<file path="config.mk">
export PLATFORM = sky130hd
export DESIGN_NAME = uart_tx_framed_flat
export DESIGN_NICKNAME = d
export VERILOG_FILES = /design/src/rtl/uart_tx_framed_if.sv /design/src/rtl/uart_tx_framed.sv /design/src/flat_wrapper.sv
export SDC_FILE = /design/constraint.sdc
export NUM_CORES = 1
export LEC_CHECK = 0
export ABC_AREA = 1
export CELL_PAD_IN_SITES_DETAIL_PLACEMENT = 0
export CELL_PAD_IN_SITES_GLOBAL_PLACEMENT = 1
export CORE_ASPECT_RATIO = 0.8
export CORE_MARGIN = 3
export CORE_UTILIZATION = 43
export DETAILED_ROUTE_END_ITERATION = 8
export HOLD_SLACK_MARGIN = 0.1
export PLACE_DENSITY_LB_ADDON = 0.1
export SYNTH_ARGS = -nofsm -noshare
export SYNTH_HDL_FRONTEND = slang
export SYNTH_SLANG_ARGS = --single-unit
</file>
<file path="constraint.sdc">
create_clock -name clk -period 1.9 [get_ports clk]
set_clock_uncertainty 0.2 [all_clocks]
set_input_delay 0.57 -clock clk [delete_from_list [all_inputs] [get_ports clk]]
set_output_delay 0.57 -clock clk [all_outputs]
set_load 0.03 [all_outputs]
</file>
<file path="src/rtl/uart_tx_framed_if.sv">
// Producer-side handshake bundle for uart_tx_framed.
//   master : the producer (drives character, per-character config and valid)
//   slave  : the transmitter (drives ready)
// Signals:
//   data_in[DATA_BITS]  character, sent LSB first
//   parity_mode[2]      00 none, 01 odd, 10 even, 11 mark
//   two_stop            0 one stop bit, 1 two stop bits
//   data_in_valid       producer has a character
//   data_in_ready       transmitter holding register is empty
`timescale 1ns/1ps
interface uart_tx_framed_if #(
    parameter int DATA_BITS = 8
);
    logic [DATA_BITS-1:0] data_in;
    logic [1:0]           parity_mode;
    logic                 two_stop;
    logic                 data_in_valid;
    logic                 data_in_ready;

    modport master (
        output data_in,
        output parity_mode,
        output two_stop,
        output data_in_valid,
        input  data_in_ready
    );

    modport slave (
        input  data_in,
        input  parity_mode,
        input  two_stop,
        input  data_in_valid,
        output data_in_ready
    );
endinterface

</file>
<file path="src/rtl/uart_tx_framed.sv">
// Framed UART transmitter: configurable character width, per-character parity
// and stop-bit count, with a one-entry holding register so the next character
// can be queued while the current frame shifts out (no idle gap between frames).
// Ports:
//   clk         system clock, rising edge
//   reset       asynchronous active-low reset
//   in_if       producer handshake (slave modport): data_in, parity_mode,
//               two_stop, data_in_valid in; data_in_ready out
//   serial_out  registered TX line, idles high
//   tx_busy     frame in progress or holding register full
//   frame_done  one-cycle pulse in the last cycle of the final stop bit
//
// state    | meaning
// ---------+-----------------------------------------------------------
// S_IDLE   | line high, waiting for the holding register to fill
// S_START  | start bit (0) on the line
// S_DATA   | data bits, LSB first, bit_idx_q counts 0..DATA_BITS-1
// S_PARITY | parity bit for the current character
// S_STOP   | one or two stop bits (1); may chain straight into S_START
`timescale 1ns/1ps
module uart_tx_framed #(
    parameter int CLOCK_FREQ = 125_000_000,
    parameter int BAUD_RATE  = 115_200,
    parameter int DATA_BITS  = 8
) (
    input  logic              clk,
    input  logic              reset,
    uart_tx_framed_if.slave   in_if,
    output logic              serial_out,
    output logic              tx_busy,
    output logic              frame_done
);

    // SYMBOL_EDGE_TIME must be at least 2 for the frame_done look-ahead below.
    localparam int SYMBOL_EDGE_TIME = CLOCK_FREQ / BAUD_RATE;
    localparam int CNT_W = (SYMBOL_EDGE_TIME > 1) ? $clog2(SYMBOL_EDGE_TIME) : 1;
    localparam int IDX_W = $clog2(DATA_BITS);

    localparam logic [CNT_W-1:0] CNT_LAST = CNT_W'(SYMBOL_EDGE_TIME - 1);
    localparam logic [CNT_W-1:0] CNT_PRE  = CNT_W'(SYMBOL_EDGE_TIME - 2);
    localparam logic [IDX_W-1:0] IDX_LAST = IDX_W'(DATA_BITS - 1);

    typedef enum logic [2:0] {
        S_IDLE,
        S_START,
        S_DATA,
        S_PARITY,
        S_STOP
    } state_t;

    state_t               state_q;
    logic [CNT_W-1:0]     cnt_q;
    logic [IDX_W-1:0]     bit_idx_q;
    logic                 stop_idx_q;
    logic [DATA_BITS-1:0] shift_q;
    logic                 par_en_q;
    logic                 par_bit_q;
    logic                 two_stop_q;

    logic [DATA_BITS-1:0] hold_data_q;
    logic [1:0]           hold_pm_q;
    logic                 hold_ts_q;
    logic                 hold_full_q;

    logic                 serial_out_q;
    logic                 frame_done_q;

    logic                 accept;
    logic                 sym_edge;
    logic                 last_stop;
    logic                 load;
    logic                 par_bit_d;

    assign in_if.data_in_ready = !hold_full_q;
    assign accept     = in_if.data_in_valid && !hold_full_q;
    assign sym_edge   = (cnt_q == CNT_LAST);
    assign last_stop  = (stop_idx_q == two_stop_q);

    // The shifter reloads either from idle or exactly at the edge that ends
    // the final stop symbol, which is what removes the inter-frame gap.
    assign load = hold_full_q &&
                  ((state_q == S_IDLE) ||
                   (state_q == S_STOP && sym_edge && last_stop));

    // Parity is resolved from the held character so the frame in flight never
    // sees config belonging to the next character.
    always_comb begin
        par_bit_d = 1'b1;
        case (hold_pm_q)
            2'b01:   par_bit_d = ~(^hold_data_q);
            2'b10:   par_bit_d = ^hold_data_q;
            default: par_bit_d = 1'b1;
        endcase
    end

    always_ff @(posedge clk or negedge reset) begin
        if (!reset) begin
            state_q      <= S_IDLE;
            cnt_q        <= '0;
            bit_idx_q    <= '0;
            stop_idx_q   <= 1'b0;
            shift_q      <= '0;
            par_en_q     <= 1'b0;
            par_bit_q    <= 1'b0;
            two_stop_q   <= 1'b0;
            hold_data_q  <= '0;
            hold_pm_q    <= 2'b00;
            hold_ts_q    <= 1'b0;
            hold_full_q  <= 1'b0;
            serial_out_q <= 1'b1;
            frame_done_q <= 1'b0;
        end else begin
            frame_done_q <= 1'b0;

            if (state_q == S_IDLE || sym_edge) begin
                cnt_q <= '0;
            end else begin
                cnt_q <= cnt_q + 1'b1;
            end

            if (load) begin
                state_q      <= S_START;
                shift_q      <= hold_data_q;
                par_en_q     <= (hold_pm_q != 2'b00);
                par_bit_q    <= par_bit_d;
                two_stop_q   <= hold_ts_q;
                hold_full_q  <= 1'b0;
                serial_out_q <= 1'b0;
            end else begin
                case (state_q)
                    S_IDLE: begin
                        serial_out_q <= 1'b1;
                    end
                    S_START: begin
                        if (sym_edge) begin
                            state_q      <= S_DATA;
                            bit_idx_q    <= '0;
                            serial_out_q <= shift_q[0];
                            shift_q      <= shift_q >> 1;
                        end
                    end
                    S_DATA: begin
                        if (sym_edge) begin
                            if (bit_idx_q == IDX_LAST) begin
                                if (par_en_q) begin
                                    state_q      <= S_PARITY;
                                    serial_out_q <= par_bit_q;
                                end else begin
                                    state_q      <= S_STOP;
                                    stop_idx_q   <= 1'b0;
                                    serial_out_q <= 1'b1;
                                end
                            end else begin
                                bit_idx_q    <= bit_idx_q + 1'b1;
                                serial_out_q <= shift_q[0];
                                shift_q      <= shift_q >> 1;
                            end
                        end
                    end
                    S_PARITY: begin
                        if (sym_edge) begin
                            state_q      <= S_STOP;
                            stop_idx_q   <= 1'b0;
                            serial_out_q <= 1'b1;
                        end
                    end
                    S_STOP: begin
                        // Registered pulse: set one cycle early so it lands
                        // in the final cycle of the last stop symbol.
                        if (last_stop && cnt_q == CNT_PRE) begin
                            frame_done_q <= 1'b1;
                        end
                        if (sym_edge) begin
                            if (!last_stop) begin
                                stop_idx_q <= 1'b1;
                            end else begin
                                state_q <= S_IDLE;
                            end
                            serial_out_q <= 1'b1;
                        end
                    end
                    default: begin
                        state_q      <= S_IDLE;
                        serial_out_q <= 1'b1;
                    end
                endcase
            end

            // Cannot coincide with load: ready is low whenever hold_full_q is set.
            if (accept) begin
                hold_data_q <= in_if.data_in;
                hold_pm_q   <= in_if.parity_mode;
                hold_ts_q   <= in_if.two_stop;
                hold_full_q <= 1'b1;
            end
        end
    end

    assign serial_out = serial_out_q;
    assign frame_done = frame_done_q;
    assign tx_busy    = (state_q != S_IDLE) || hold_full_q;

endmodule

</file>
<file path="src/flat_wrapper.sv">
// flat-port wrapper written by rule: the top's interface ports become plain ports
module uart_tx_framed_flat 
#(
    parameter int CLOCK_FREQ = 125_000_000,
    parameter int BAUD_RATE  = 115_200,
    parameter int DATA_BITS  = 8
)
  (clk, reset, serial_out, tx_busy, frame_done, in_if_data_in, in_if_parity_mode, in_if_two_stop, in_if_data_in_valid, in_if_data_in_ready);
  uart_tx_framed_if #(.DATA_BITS(DATA_BITS)) in_if_i ();
  input  logic clk;
  input  logic reset;
  output logic serial_out;
  output logic tx_busy;
  output logic frame_done;
  input wire logic [$bits(in_if_i.data_in)-1:0] in_if_data_in;
  input wire logic [$bits(in_if_i.parity_mode)-1:0] in_if_parity_mode;
  input wire logic [$bits(in_if_i.two_stop)-1:0] in_if_two_stop;
  input wire logic [$bits(in_if_i.data_in_valid)-1:0] in_if_data_in_valid;
  output wire logic [$bits(in_if_i.data_in_ready)-1:0] in_if_data_in_ready;
  assign in_if_i.data_in = in_if_data_in;
  assign in_if_i.parity_mode = in_if_parity_mode;
  assign in_if_i.two_stop = in_if_two_stop;
  assign in_if_i.data_in_valid = in_if_data_in_valid;
  assign in_if_data_in_ready = in_if_i.data_in_ready;
  uart_tx_framed #(.CLOCK_FREQ(CLOCK_FREQ), .BAUD_RATE(BAUD_RATE), .DATA_BITS(DATA_BITS)) u_core (.clk(clk), .reset(reset), .in_if(in_if_i), .serial_out(serial_out), .tx_busy(tx_busy), .frame_done(frame_done));
endmodule
</file>
* After elaboration in Yosys (flattened, before gate mapping) *
Index checks and enable logic that the tools add are counted.

word-level totals
  input port bits = 14
  word-level logic and storage cells = 107
  output and inout port bits = 4
  register bits after elaboration = 43

cells by class
  add/sub/neg operators = 2
  reductions and logical operators = 23
  bitwise operators = 2
  eq/ne operators = 27
  multiplexer cells = 39

operators by type and width
  cell                                                   count
  two-way mux 3 bit                                      11
  two-way mux 8 bit                                      4
  equality test 11 bit, second input constant            2
  inequality test 3 x 1 -> 1 bit, second input constant  7
  two-way mux 1 bit                                      17
  one-hot mux 8 bit (2 select lines)                     1
  one-hot mux 3 bit (5 select lines)                     1
  inequality test 2 x 1 -> 1 bit, second input constant  6
  adder 11 x 1 -> 11 bit, second input constant          1
  two-way mux 11 bit                                     1
  nonzero test 3 bit                                     3
  AND reduction 8 bit                                    1
  parity 8 bit                                           1
  AND reduction 7 bit                                    1
  equality test 3 x 2 -> 1 bit, second input constant    2
  equality test 3 bit, second input constant             2
  inequality test 2 bit, second input constant           3
  one-hot mux 1 bit (3 select lines)                     2
  one-hot mux 3 bit (2 select lines)                     1
  nonzero test 2 bit                                     3
  logical AND 1 bit                                      5
  AND reduction 5 bit                                    1
  AND reduction 4 bit                                    1
  adder 3 x 1 -> 3 bit, second input constant            1
  12 further kinds                                       15

* Longest topological paths before layout *
Gate-level depths: netlist of run 1.

  depth in word-level cells = 7
  depth in mapped cells = 12
  gate-level depth less buffers = 12

* Worst setup path before layout of run 1 *
OpenSTA, ideal clock, no wires.

  path type = register to output
  start = reg u_core.hold_full_q
  end = out tx_busy
  buffers on the path = 0
  data required time = 1130 ps
  path slack = 185 ps
  arrival time = 945 ps
  stages on the path, launching flop included = 3
  cell sequence = dfrtp_1 -> inv_1 -> nand3_1

between the ends
  longest elaborated chain between the ends = 1

RTL lines
  item                      line                   RTL
  start: declaration        uart_tx_framed.sv:63   logic hold_full_q;
  start signal: assignment  uart_tx_framed.sv:109  hold_full_q <= 1'b0;
  start signal: assignment  uart_tx_framed.sv:127  hold_full_q <= 1'b0;
  start signal: assignment  uart_tx_framed.sv:194  hold_full_q <= 1'b1;
  logical OR 1 bit          uart_tx_framed.sv:201  assign tx_busy = (state_q != S_IDLE) || hold_full_q;
  end: declaration          flat_wrapper.sv:13     output logic tx_busy;

No other way between the ends.

* Worst setup path in the final report of run 1 *
  start = reg u_core.state_q[1]
  end = out tx_busy

between the ends
  longest elaborated chain between the ends = 2

RTL lines
  item                      line                   RTL
  start: declaration        uart_tx_framed.sv:51   state_t state_q;
  start signal: assignment  uart_tx_framed.sv:98   state_q <= S_IDLE;
  start signal: assignment  uart_tx_framed.sv:122  state_q <= S_START;
  start signal: assignment  uart_tx_framed.sv:136  state_q <= S_DATA;
  nonzero test 3 bit        uart_tx_framed.sv:201
  logical OR 1 bit          uart_tx_framed.sv:201

No other way between the ends.

==> results of run 1 <==
[report_power, final]
part           switching, W  total (W)  internal [W]  leakage, nW
sequential        0.0000647    0.00106      0.000994        0.491
clock              0.000303   0.000562      0.000258       0.0422
combinational      0.000258   0.000425      0.000168        0.873
[what timing repair did]
action | CTS | global route
hold endpoints to repair | 9 | 0
buffers inserted | 0 | 5
gates resized for setup | 5 | 17
cloned | 0 | 0
pin swaps | 0 | 4
hold buffers | 1 | 0
endpoints found under the setup margin | 2 | 13
[sequential cells by signal, indices dropped and copies added, names as in the netlist, 2 cells and up]
signal	count
u_core.cnt_q	11
u_core.hold_data_q	8
u_core.shift_q	8
u_core.bit_idx_q	3
u_core.state_q	3
u_core.hold_pm_q	2
[placed cells by master, fill, tap and decap left out, types with 7 or more instances in the layout]
master and n:
sky130_fd_sc_hd__nand2_1 69, sky130_fd_sc_hd__dfrtp_1 42, sky130_fd_sc_hd__o21ai_0 11, sky130_fd_sc_hd__clkdlybuf4s50_1 12, sky130_fd_sc_hd__a21oi_1 19, sky130_fd_sc_hd__nor2_1 25
sky130_fd_sc_hd__nand2_2 7, sky130_fd_sc_hd__nand3_1 21, sky130_fd_sc_hd__ha_1 7, sky130_fd_sc_hd__buf_4 21, sky130_fd_sc_hd__inv_1 36
[final cells by class]
type,count,area [um^2]
fill,494,2250
sequential,43,1080
multi-input combinational,197,1050
timing repair buffer,41,367
inverter,41,156
tap,62,77.6
clock buffer,7,76.3
clock inverter,1,5.00
[kinds of logic (layout without fill, tap and decap cells)]
kind of cell    after synthesis  count (layout)  synth area share, %
mux                           1               1                0.495
flops                        43              43                 47.4
fa+ha+maj                     7               7                 3.85
xor+xnor                      3               3                 1.16
simple gates                147             147                 29.9
compound gates               39              39                 9.41
buf+inv                      45              90                 7.81
[worst paths after layout]
path | startpoint | depth (start not counted) | endpoint | slack [ns]
min in group asynchronous | reset | 2 | u_core.frame_done | 0.48
max in group asynchronous | reset | 3 | u_core.bit_idx_q[2] | 0.47
min reg2reg | u_core.cnt_q[9] | 1 | u_core.cnt_q[9] | 0.27
max reg2reg | u_core.state_q[1] | 12 | u_core.par_bit_q | 0.10
min | u_core.cnt_q[9] | 1 | u_core.cnt_q[9] | 0.27
max | u_core.state_q[1] | 3 | tx_busy | 0.004
[critical path, stage by stage (launching register included)]
cell and delay (ns):
sky130_fd_sc_hd__dfrtp_1 0.40, sky130_fd_sc_hd__nor2_2 0.17, sky130_fd_sc_hd__nand3_2 0.09, sky130_fd_sc_hd__buf_4 0.18
[metal layers]
| layer | vias to the layer above | wire (um) | global-route usage, % |
|---|---|---|---|
| met2 | 32 | 1870 | 22.8 |
| met3 | 4 | 198 | 4.54 |
| met1 | 850 | 2600 | 25.4 |
| li1 | 997 | - | - |
| met5 | - | 0 | 0 |
| met4 | 0 | 22 | 3.58 |
[per-stage QoR]
stage	total power (W)	instance area (um^2)
5_1_grt	0.00220	2810
3_5_place_dp	0.00150	2640
2_1_floorplan	0.00136	2270
4_1_cts	0.00208	2730
3_3_place_gp	0.00149	2640
6_report	0.00205	2810
==> out/summary.txt, run 1 <==
YOSYS
-------------------------------------------------------------------------------------
Register area share after synthesis ....................................        47.4%
Total of flip-flops plus latches after synthesis .......................           43
Number of library cell types mapped by synthesis .......................           34
Most used flip-flop cell after synthesis ............................... sky130_fd_sc_hd__dfrtp_1
Cell count after synthesis .............................................          285
Net count after synthesis ..............................................          306
Cell with the most instances after synthesis ........................... sky130_fd_sc_hd__nand2_1
Share of async-settable or async-resettable flops after synthesis ......         100%
Number of synthesis warnings ...........................................            0
Netlist area before placement .......................................... 0.00227 mm^2
EDFF count, synth ......................................................            0
Most frequent cells after synthesis .................................... sky130_fd_sc_hd__nand2_1, sky130_fd_sc_hd__dfrtp_1, sky130_fd_sc_hd__inv_1, sky130_fd_sc_hd__nor2_1, sky130_fd_sc_hd__nand3_1
Proportion of netlist area held by the largest area contributor ........        46.2%
Cell accounting for the most synthesized area .......................... sky130_fd_sc_hd__dfrtp_1
Synthesized area per cell ..............................................    7.98 um^2
Leading cell types by total area after synthesis ....................... sky130_fd_sc_hd__dfrtp_1, sky130_fd_sc_hd__nand2_1, sky130_fd_sc_hd__inv_1

GRT
-------------------------------------------------------------------------------------
Global-route wire length before repair .................................      8050 um
Number of global-route vias before repair ..............................         1732
Remaining global-route overflow ........................................            0
Maximum number of pins on one net before global-route repair ...........           22
Overall routing resource usage .........................................        16.4%
Antenna violations before repair .......................................            0

TIMING
-------------------------------------------------------------------------------------
Setup repair after global routing missed its margin ....................          yes
Hold Violations, Final .................................................            0
Ratio of final minimum period to clock period ..........................        99.8%
Setup violators final ..................................................            0
WHS ....................................................................     0.273 ns
Final-report max-slew violation count ..................................            0
PnR worst setup slack ..................................................   0.00416 ns
Post-route minimum period ..............................................      1.90 ns
Slew of the pin with the lowest slew margin ............................     0.313 ns
Total negative slack ...................................................         0 ns
Max-slew headroom ......................................................        79.2%
Achievable Freq ........................................................    0.527 GHz

CELLS AND AREA
-------------------------------------------------------------------------------------
Ant diodes .............................................................            0
Net total in the final layout ..........................................          350
Non-filler cells, final ................................................          392
Area added between synthesis and finish ................................        23.5%
Final standard cell utilization of the core ............................        55.5%
Ratio of cells with drive above 1 in the final layout ..................        18.8%

PLACED DESIGN
-------------------------------------------------------------------------------------
Routability congestion estimate ........................................        0.782
Number of placed instances with taps included ..........................          378
Dpl ws .................................................................    -0.141 ns
DPL Wire Length ........................................................      3560 um
Port Buffers ...........................................................           17

CLOCK TREE
-------------------------------------------------------------------------------------
H-tree levels ..........................................................            2
TritonCTS buffer count .................................................            5
Worst-skew pair later-pin latency ......................................      0.29 ns
Number of buffers between clock root and the deepest sink ..............            2
Clock-pin slew of the registers on the worst-case setup and hold paths .      0.08 ns
CTS tree ...............................................................          yes
Clock sinks ............................................................           43
Root buffer cell ....................................................... sky130_fd_sc_hd__clkbuf_8

CRITICAL PATH
-------------------------------------------------------------------------------------
Highest net fanout along the worst path ................................            3
Critical setup path kind ...............................................   reg -> out
Data required time at the worst endpoint ...............................      1.13 ns
CP Capture Type ........................................................   output pin
CP Launch Type .........................................................         flop
Data arrival time of the worst path ....................................      1.13 ns

DRT
-------------------------------------------------------------------------------------
Total detailed-routing wirelength ......................................      4690 um
DRT antenna net count ..................................................            0
Routed via count .......................................................         1883
DRC Markers ............................................................            0
Routed len/inst ........................................................      12.0 um
Violation count after the first detailed-routing iteration .............           91
Via/cell ratio .........................................................         4.80
Number of detailed-route iterations in the first pass ..................            4

FLOORPLANNING
-------------------------------------------------------------------------------------
Ports placed on the boundary ...........................................           18
Cell Rows ..............................................................           23
Die Area ............................................................... 0.00620 mm^2
Core Area .............................................................. 0.00506 mm^2
Effective utilization at floorplan .....................................        44.9%
Chip Width .............................................................      87.3 um
Y dimension of the die .................................................      71.1 um

POWER AND IR DROP
-------------------------------------------------------------------------------------
Pwr dens ...............................................................  728 mW/mm^2
Pleak ..................................................................      1.41 nW
Worst IR drop on VDD ...................................................     0.476 mV

STATUS
-------------------------------------------------------------------------------------
Status .................................................................    completed

JOB
-------------------------------------------------------------------------------------
Number of max-cap violations ...........................................            0

MIN PATH
-------------------------------------------------------------------------------------
Worst min-delay path class .............................................   reg -> reg

Note: power is estimated with default switching activity, not from simulation.
==> run 2, diff against run 1 <==
Settings changed: CORE_UTILIZATION 43 to 46.
Clock period 1.9 ns to 2.3 ns, I/O delays scaled along.
==> run 2 against run 1 <==
Against the previous run: register-to-register slack improved by 0.28 ns; core utilization rose by 0.61 points; die area fell by 6.0%; via count fell by 3.5%; clock power fell by 12%; sequential power fell by 18%.
==> out/summary.txt, run 2 (same netlist as run 1, synthesis figures left out) <==
CLOCK TREE
-------------------------------------------------------------------------------------
Number of buffers inserted to repair setup after CTS ...................            0
TritonCTS buffer count .................................................            5
Clock sinks ............................................................           43
CTS tree ...............................................................          yes
Worst-skew pair later-pin latency ......................................      0.29 ns
H-tree levels ..........................................................            2
Clock-pin slew of the registers on the worst-case setup and hold paths .      0.08 ns
Number of buffers inserted by hold repair at cts .......................            0
Root buffer cell ....................................................... sky130_fd_sc_hd__clkbuf_8
Number of buffers between clock root and the deepest sink ..............            2

FLOORPLANNING
-------------------------------------------------------------------------------------
Chip Width .............................................................      84.6 um
Die Area ............................................................... 0.00583 mm^2
Y dimension of the die .................................................      68.9 um
Effective utilization at floorplan .....................................        48.6%
Core Area .............................................................. 0.00468 mm^2
Ports placed on the boundary ...........................................           18
Cell Rows ..............................................................           22

POWER AND IR DROP
-------------------------------------------------------------------------------------
Pleak ..................................................................      1.29 nW
Clock power share ......................................................        28.9%
Share of total power consumed by net switching .........................        29.8%
Power Internal .........................................................    0.00120 W
Pwr dens ...............................................................  650 mW/mm^2
Worst IR drop on VDD ...................................................     0.355 mV
Share of power burned in combinational logic ...........................        19.8%
Sequential power share .................................................        51.2%
Net switching power ....................................................   0.000509 W

DRT
-------------------------------------------------------------------------------------
Violation count after the first detailed-routing iteration .............           91
Number of detailed-route iterations in the first pass ..................            4
Routed via count .......................................................         1818
DRC Markers ............................................................            0
DRT antenna net count ..................................................            0
Routed len/inst ........................................................      12.0 um
Via/cell ratio .........................................................         4.90
Total detailed-routing wirelength ......................................      4460 um

TIMING
-------------------------------------------------------------------------------------
Total negative slack ...................................................         0 ns
Ratio of final minimum period to clock period ..........................        94.7%
Setup violators final ..................................................            0
Hold Violations, Final .................................................            0
Setup repair after global routing missed its margin ....................           no
Post-route minimum period ..............................................      2.18 ns
PnR worst setup slack ..................................................     0.122 ns
Final-report max-slew violation count ..................................            0
Slew of the pin with the lowest slew margin ............................     0.361 ns
Achievable Freq ........................................................    0.459 GHz
Max-slew headroom ......................................................        75.8%

GRT
-------------------------------------------------------------------------------------
Overall routing resource usage .........................................        16.7%
Number of global-route vias before repair ..............................         1652
Antenna violations before repair .......................................            0
Maximum number of pins on one net before global-route repair ...........           44
Remaining global-route overflow ........................................            0
Global-route wire length before repair .................................      7670 um

CRITICAL PATH
-------------------------------------------------------------------------------------
Worst path buffer plus inverter count ..................................            1
Data required time at the worst endpoint ...............................      1.41 ns
Critical setup path kind ...............................................   reg -> out
CP Capture Type ........................................................   output pin
Worst reg2reg startpoint ............................................... u_core.state_q[0]
CP Launch Type .........................................................         flop
List of cells traversed by the critical path ........................... clkdlybuf4s50_1
Cell type group with the largest total delay on the critical path ...... buffers and inverters
Highest net fanout along the worst path ................................            1
Setup slack on the worst flop-to-flop path .............................      0.38 ns
R2R Path End ........................................................... u_core.shift_q[0]
Length in cells of the worst reg-to-reg path ...........................           12
Data arrival time of the worst path ....................................      1.29 ns
Slowest cell on the critical path ...................................... sky130_fd_sc_hd__clkdlybuf4s50_1
Highest cell delay on the worst timing path ............................      0.66 ns

CELLS AND AREA
-------------------------------------------------------------------------------------
Ant diodes .............................................................            0
Most common library cell in the layout ignoring fill and taps .......... sky130_fd_sc_hd__nand2_1
Ratio of cells with drive above 1 in the final layout ..................        11.6%
Max FFs per register ...................................................           11
Largest registers ...................................................... u_core.cnt_q (11), u_core.hold_data_q (8), u_core.shift_q (8)
Non-filler cells, final ................................................          371
Final standard cell utilization of the core ............................        56.1%
Net total in the final layout ..........................................          331
Fill cell total of the finished layout .................................          460
Area added between synthesis and finish ................................        15.4%
Most used cells in the layout excluding fill and tap cells ............. sky130_fd_sc_hd__nand2_1, sky130_fd_sc_hd__dfrtp_1, sky130_fd_sc_hd__inv_1, sky130_fd_sc_hd__nor2_1, sky130_fd_sc_hd__nand3_1
Most flops, register ................................................... u_core.cnt_q

JOB
-------------------------------------------------------------------------------------
Number of max-cap violations ...........................................            0

PLACED DESIGN
-------------------------------------------------------------------------------------
Port Buffers ...........................................................           17
Number of placed instances with taps included ..........................          363
DPL Wire Length ........................................................      3380 um
Routability congestion estimate ........................................        0.795
Dpl ws .................................................................     0.101 ns

MIN PATH
-------------------------------------------------------------------------------------
Worst min-delay path class .............................................  in -> async

STATUS
-------------------------------------------------------------------------------------
Status .................................................................    completed

==> run 2: changes by cell type in the layout (fill, tap and decap cells not counted), moves of 2 or more <==
cell / change
sky130_fd_sc_hd__buf_4: -17
sky130_fd_sc_hd__buf_6: -4
sky130_fd_sc_hd__nand2_1: +3
sky130_fd_sc_hd__nand2_2: -2
==> run 2: repair_timing <==
item / CTS / global route
pin swaps: 0 / 0
hold endpoints to repair: 0 / 0
resized for setup: 3 / 2
setup endpoints to repair: 3 / 1
==> run 2: worst max path at each step <==
stage / from / to / cells past startpoint
final: u_core.frame_done / frame_done / 1
after global routing: u_core.frame_done / frame_done / 1
after CTS: u_core.state_q[1] / tx_busy / 3
after detailed placement: u_core.state_q[1] / tx_busy / 3
after global placement: u_core.state_q[1] / tx_busy / 3
after floorplan: u_core.hold_full_q / tx_busy / 2
==> run 2: power by group through the flow <==
stage                     combinational (W)  sequential (W)  clock, W
after detailed placement           0.000345        0.000890         0
final                              0.000338        0.000874  0.000494
after global placement             0.000338        0.000888         0
after CTS                          0.000345        0.000875  0.000512
after global routing               0.000415        0.000883  0.000542
after floorplan                    0.000248        0.000875         0
==> run 2: cell type report <==
type                       instances  area [um^2]  area share (%)
clock buffer                       7         86.3            3.29
multi-input combinational        197         1020            38.8
inverter                          41          154            5.86
tap                               60         75.1            2.86
timing repair buffer              22          208            7.91
sequential                        43         1080            41.0
clock inverter                     1         5.00           0.191
==> run 2: worst register-to-register path: stages, from the launching register on <==
cell and delay (ns):
sky130_fd_sc_hd__dfrtp_1 0.39, sky130_fd_sc_hd__buf_4 0.16, sky130_fd_sc_hd__inv_2 0.07, sky130_fd_sc_hd__nand2_1 0.06, sky130_fd_sc_hd__nor2_2 0.10, sky130_fd_sc_hd__nand2_1 0.08
sky130_fd_sc_hd__a21oi_1 0.16, sky130_fd_sc_hd__nand2_2 0.14, sky130_fd_sc_hd__buf_4 0.19, sky130_fd_sc_hd__nand2_2 0.07, sky130_fd_sc_hd__inv_2 0.06, sky130_fd_sc_hd__nand2_1 0.06
sky130_fd_sc_hd__nand3_1 0.07
==> run 2: routing by layer <==
| layer | routed length, um | vias up | global-route usage [%] |
|---|---|---|---|
| li1 | - | 959 | - |
| met1 | 2420 | 834 | 24.9 |
| met2 | 1880 | 20 | 24.5 |
| met3 | 129 | 5 | 3.80 |
| met4 | 37 | 0 | 4.15 |
| met5 | 0 | - | 0 |
==> run 2: stage by stage <==
step,hold slack (ns),total power (W),cell area (um^2)
floorplan,0.194,0.00112,2270
global placement,0.263,0.00123,2540
detailed placement,0.263,0.00123,2540
CTS,0.168,0.00173,2630
global route,0.173,0.00184,2630
finish,0.153,0.00171,2630
